$ cat src/rtl/key_debounce_pulse_pkg.sv
// rtl/key_debounce_pulse_pkg.sv - state encoding shared by pushbutton/switch conditioners
package key_debounce_pulse_pkg;

  typedef enum logic [1:0] {
    S_IDLE         = 2'd0,
    S_PRESS_WAIT   = 2'd1,
    S_HELD         = 2'd2,
    S_RELEASE_WAIT = 2'd3
  } key_state_t;

  // The debounced level stays asserted while a release is still being qualified.
  function automatic logic key_is_down(input key_state_t s);
    return (s == S_HELD) || (s == S_RELEASE_WAIT);
  endfunction

endpackage

$ cat src/rtl/key_debounce_pulse_sync_2ff.sv
// rtl/key_debounce_pulse_sync_2ff.sv - two-flop metastability synchronizer for async board inputs
module key_debounce_pulse_sync_2ff #(
  parameter logic RESET_VAL = 1'b0
) (
  input  logic clk,
  input  logic reset,
  input  logic i_async,
  output logic o_sync
);

  logic r_meta;
  logic r_sync;

  always_ff @(posedge clk) begin
    if (!reset) begin
      r_meta <= RESET_VAL;
      r_sync <= RESET_VAL;
    end else begin
      r_meta <= i_async;
      r_sync <= r_meta;
    end
  end

  assign o_sync = r_sync;

endmodule

$ cat src/rtl/key_debounce_pulse.sv
// rtl/key_debounce_pulse.sv - debounced level plus press/release/auto-repeat pulses from a raw active-low key
module key_debounce_pulse #(
  parameter int DEBOUNCE_CYCLES = 50000,
  parameter int REPEAT_DELAY    = 0,
  parameter int REPEAT_PERIOD   = 5000000,
  parameter int CNT_W           = 24
) (
  input  logic clk,
  input  logic reset,
  input  logic key_n,
  output logic pressed,
  output logic press_pulse,
  output logic release_pulse,
  output logic repeat_pulse,
  output logic count_en
);
  import key_debounce_pulse_pkg::*;

  localparam longint L_LIMIT = (longint'(1) << CNT_W) - 1;
  localparam logic [CNT_W-1:0] L_DB_LAST    = CNT_W'(DEBOUNCE_CYCLES - 1);
  localparam logic [CNT_W-1:0] L_RPT_DELAY  = CNT_W'(REPEAT_DELAY);
  localparam logic [CNT_W-1:0] L_RPT_PERIOD = CNT_W'(REPEAT_PERIOD);
  localparam logic [CNT_W-1:0] L_CNT_MAX    = '1;
  localparam logic [CNT_W-1:0] L_ONE        = CNT_W'(1);

  if (CNT_W < 2 || CNT_W > 32) begin : g_bad_cnt_w
    $error("key_debounce_pulse: CNT_W out of range");
  end
  if (DEBOUNCE_CYCLES < 2 || DEBOUNCE_CYCLES > L_LIMIT) begin : g_bad_debounce
    $error("key_debounce_pulse: DEBOUNCE_CYCLES out of range");
  end
  if (REPEAT_DELAY < 0 || REPEAT_DELAY > L_LIMIT) begin : g_bad_delay
    $error("key_debounce_pulse: REPEAT_DELAY out of range");
  end
  if (REPEAT_DELAY != 0 && (REPEAT_PERIOD < 1 || REPEAT_PERIOD > L_LIMIT)) begin : g_bad_period
    $error("key_debounce_pulse: REPEAT_PERIOD out of range");
  end

  logic             w_key_sync;
  logic             w_k_s;
  key_state_t       r_state;
  key_state_t       w_state_next;
  logic [CNT_W-1:0] r_tmr;
  logic [CNT_W-1:0] w_tmr_next;
  logic [CNT_W-1:0] r_rpt;
  logic [CNT_W-1:0] w_rpt_next;
  logic             r_rpt_run;
  logic             w_rpt_run_next;
  logic             w_rpt_evt;
  logic             w_down;
  logic             w_press_evt;
  logic             w_release_evt;

  // Reset loads "released" so leaving reset never looks like a press.
  key_debounce_pulse_sync_2ff #(.RESET_VAL(1'b1)) u_sync (
    .clk     (clk),
    .reset   (reset),
    .i_async (key_n),
    .o_sync  (w_key_sync)
  );

  assign w_k_s = ~w_key_sync;

  always_ff @(posedge clk) begin
    if (!reset) begin
      r_state       <= S_IDLE;
      r_tmr         <= '0;
      r_rpt         <= '0;
      r_rpt_run     <= 1'b0;
      pressed       <= 1'b0;
      press_pulse   <= 1'b0;
      release_pulse <= 1'b0;
      repeat_pulse  <= 1'b0;
      count_en      <= 1'b0;
    end else begin
      r_state       <= w_state_next;
      r_tmr         <= w_tmr_next;
      r_rpt         <= w_rpt_next;
      r_rpt_run     <= w_rpt_run_next;
      pressed       <= w_down;
      press_pulse   <= w_press_evt;
      release_pulse <= w_release_evt;
      repeat_pulse  <= w_rpt_evt;
      count_en      <= w_press_evt | w_rpt_evt;
    end
  end

  always_comb begin
    w_state_next   = r_state;
    w_tmr_next     = r_tmr;
    w_rpt_next     = '0;
    w_rpt_run_next = 1'b0;
    w_rpt_evt      = 1'b0;
    case (r_state)
      S_IDLE: begin
        if (w_k_s) begin
          w_state_next = S_PRESS_WAIT;
          w_tmr_next   = '0;
        end
      end
      S_PRESS_WAIT: begin
        if (!w_k_s) begin
          w_state_next = S_IDLE;
        end else if (r_tmr == L_DB_LAST) begin
          w_state_next = S_HELD;
        end else begin
          w_tmr_next = r_tmr + L_ONE;
        end
      end
      S_HELD: begin
        if (!w_k_s) begin
          w_state_next = S_RELEASE_WAIT;
          w_tmr_next   = '0;
        end else begin
          // First interval is REPEAT_DELAY, later ones REPEAT_PERIOD; counting restarts at 1 after a pulse.
          w_rpt_run_next = r_rpt_run;
          if (REPEAT_DELAY != 0 && r_rpt == (r_rpt_run ? L_RPT_PERIOD : L_RPT_DELAY)) begin
            w_rpt_evt      = 1'b1;
            w_rpt_next     = L_ONE;
            w_rpt_run_next = 1'b1;
          end else if (r_rpt != L_CNT_MAX) begin
            w_rpt_next = r_rpt + L_ONE;
          end else begin
            w_rpt_next = r_rpt;
          end
        end
      end
      S_RELEASE_WAIT: begin
        if (w_k_s) begin
          w_state_next = S_HELD;
        end else if (r_tmr == L_DB_LAST) begin
          w_state_next = S_IDLE;
        end else begin
          w_tmr_next = r_tmr + L_ONE;
        end
      end
      default: w_state_next = S_IDLE;
    endcase
    w_down        = key_is_down(r_state);
    w_press_evt   = w_down & ~pressed;
    w_release_evt = ~w_down & pressed;
  end

endmodule
$ cat config.mk
export PLATFORM = sky130hd
export DESIGN_NAME = key_debounce_pulse
export DESIGN_NICKNAME = d
export VERILOG_FILES = /design/src/rtl/key_debounce_pulse_pkg.sv /design/src/rtl/key_debounce_pulse_sync_2ff.sv /design/src/rtl/key_debounce_pulse.sv
export SDC_FILE = /design/constraint.sdc
export NUM_CORES = 1
export LEC_CHECK = 0
export CORE_MARGIN = 10
export CORE_UTILIZATION = 31
export DETAILED_ROUTE_END_ITERATION = 8
export PLACE_DENSITY_LB_ADDON = 0.3
export SYNTH_ARGS = -nofsm -noshare
export SYNTH_HDL_FRONTEND = slang
export SYNTH_HIERARCHICAL = 1
export SYNTH_SLANG_ARGS = --single-unit
$ cat constraint.sdc
create_clock -name clk -period 3.9 [get_ports clk]
set_input_delay 0.585 -clock clk [delete_from_list [all_inputs] [get_ports clk]]
set_output_delay 0.585 -clock clk [all_outputs]
set_load 0.05 [all_outputs]
==> reports/results.ini <==
[grt]
grtUsageTotal_pct = 9.15
grt_overflow = 0
antenna_found_initial = 0
grt_pass1_wl_mm = 6.22
grt_max_degree = 28
grt_pass1_vias = 1279

[flow_run]
maxCapViolCount = 0

[cells_and_area]
syn2layout_area_growth_pct = 14.6
fill_cells = 490
post-route-cell-area_mm2 = 0.00178
layout-drive-gt1-share_pct = 11.8
finalNetCount = 190
antenna-diode-count = 0

[worst_setup_path]
path_class = input port to flip-flop
cp-end-kind = flip-flop
worstSetupStartpointType = input port
cp_max_fo = 13
cp.arrival_ns = 2.47
required_ns = 4.14

[clock_tree]
cts_tree = yes
cts_made_buffers = 5
clock_sinks = 31
ctsHoldBuffers = 0
cts.repair.resized = 0
cts_setup_buffers = 0
cts_root_buf = clkbuf_8
cts_max_path_buffers = 2
htreeDepth = 2
cts.clk_slew.worst_paths_ns = 0.07
clk_latency_ns = 0.29

[sta]
max_freq_mhz = 447
hold_viol_final = 0
setup_tns_ns = 0
fin_crit_ns = 2.24
relSlewSlack_pct = 59.8
finalClockSkew_ns = 0.00776
maxSlewViolCount = 0
rsz0062_at_grt = no
setup_viol = 0
period_share_pct = 57.3
max_slew.worst_pin.slew_ns = 0.596

[synth]
synth_commonest_cells = dfxtp_1 (31), nand3_1 (25), nand2_1 (15)
yosys_warnings = 6
synthArstFlopShare_pct = 0
syn_area_per_cell_um2 = 8.70
synth_area_leader_cell = dfxtp_1
ys_ff_latch = 31
synth_cells = 179
ys_types = 45
synthesis.nets = 183
syn_area_mm2 = 0.00156
yosysSeqAreaShare_pct = 39.9
synth_most_common_cell = dfxtp_1
synthFlopType = dfxtp_1
synth_top_area_share_pct = 39.9
synthTopCellsByArea = dfxtp_1 (40%), nand3_1 (8.0%), nand2_1 (3.6%)
synth_edf_count = 0

[detailed_routing]
routed_wl_mm = 3.47
postRouteAntennaNets = 0
routed_via_density = 5.17
wl_per_cell_um = 13.7
via_count = 1312
drt_iter0_drc = 114
drc = 0
first_pass_iters = 4

[floorplan]
rows = 25
die_y_um = 90.9
die_w_um = 90.9
dieArea_mm2 = 0.00826
ios = 8
initial_utilization_pct = 32.5
coreArea_mm2 = 0.00479

[placement]
place.port_buffers = 6
dpl.hpwl_mm = 2.46
dpl_cell_area_mm2 = 0.00167
gp_congestion = 0.802

[power_and_ir_drop]
peakVddDrop_mv = 0.250
power_density_mw_per_mm2 = 373
p_leak_nw = 0.630

[min_path]
min_path_type = flip-flop to flip-flop

[status]
status = finished clean

[cell usage in the layout, fill, tap and decap left out, drive strengths merged, types with 8 or more instances in the layout]
cell    n
a21oi   9
nand4   8
nand2  16
a31oi   8
and3    9
nor2   11
nand3  25
dfxtp  31
[metal layers]
layer / GRT usage [%] / vias up / part of all wire, %
li1: - / 692 / -
met1: 11.4 / 592 / 50
met2: 13.9 / 18 / 45
met3: 2.49 / 10 / 2.9
met4: 5.09 / 0 / 2.6
met5: 0 / - / 0
[registers in the layout, indices dropped and copies added, names as in the netlist, named ones only]
name / count
count_en: 1
pressed: 1
r_state: 1
r_tmr: 24
release_pulse: 1
u_sync/o_sync: 1
u_sync/r_meta: 1
[power breakdown]
group | switching (W) | total (W) | internal [W]
registers | 0.00000115 | 0.000319 | 0.000318
clock network | 0.000122 | 0.000329 | 0.000207
logic | 0.0000127 | 0.0000174 | 0.00000474
total | 0.000136 | 0.000665 | 0.000529
[per-stage QoR]
step | total power (W) | setup slack (ns) | utilization [%] | hold WS (ns) | cells
after floorplan | 0.000339 | 2.07 | - | 0.386 | 179
after global placement | 0.000344 | 1.38 | 34.8 | 0.390 | 246
after detailed placement | 0.000344 | 1.35 | 34.8 | 0.406 | 246
after CTS | 0.000676 | 1.66 | 37.3 | 0.421 | 254
after global routing | 0.000689 | 1.50 | 37.3 | 0.441 | 254
final | 0.000665 | 1.66 | 37.3 | 0.410 | 254
[final cells by class]
| class | count | area (µm²) | area share, % |
|---|---|---|---|
| tap | 67 | 83.8 | 4.70 |
| clock inverter | 2 | 35.0 | 1.96 |
| inverter | 3 | 11.3 | 0.631 |
| clock buffer | 6 | 82.6 | 4.63 |
| multi-input combinational | 138 | 883 | 49.5 |
| sequential | 31 | 621 | 34.8 |
| timing repair buffer | 7 | 67.6 | 3.79 |
[cells by family after synthesis]
logic type / Yosys count / synth area share, %
flops: 31 / 39.9
compound gates: 39 / 18.6
buf+inv: 10 / 3.38
other cells: 1 / 0.241
fa+ha+maj: 1 / 0.804
simple gates: 92 / 33.8
xor+xnor: 5 / 3.30
[critical path: stages]
cell and delay (ns):
clkdlybuf4s50_1 0.72, inv_1 0.25, a211o_1 0.35, or4_1 0.48
nand3_1 0.09
[final timing paths]
path                               startpoint            end  slack (ns)  depth (start not counted)
worst max-delay path                    reset      r_tmr[13]        1.66                          5
worst min-delay path            u_sync/r_meta  u_sync/o_sync        0.41                          1
worst max register to register       r_tmr[0]      r_tmr[22]        1.86                          6
worst min register to register  u_sync/r_meta  u_sync/o_sync        0.41                          1
No activity file was read; power rests on OpenSTA's default activity.
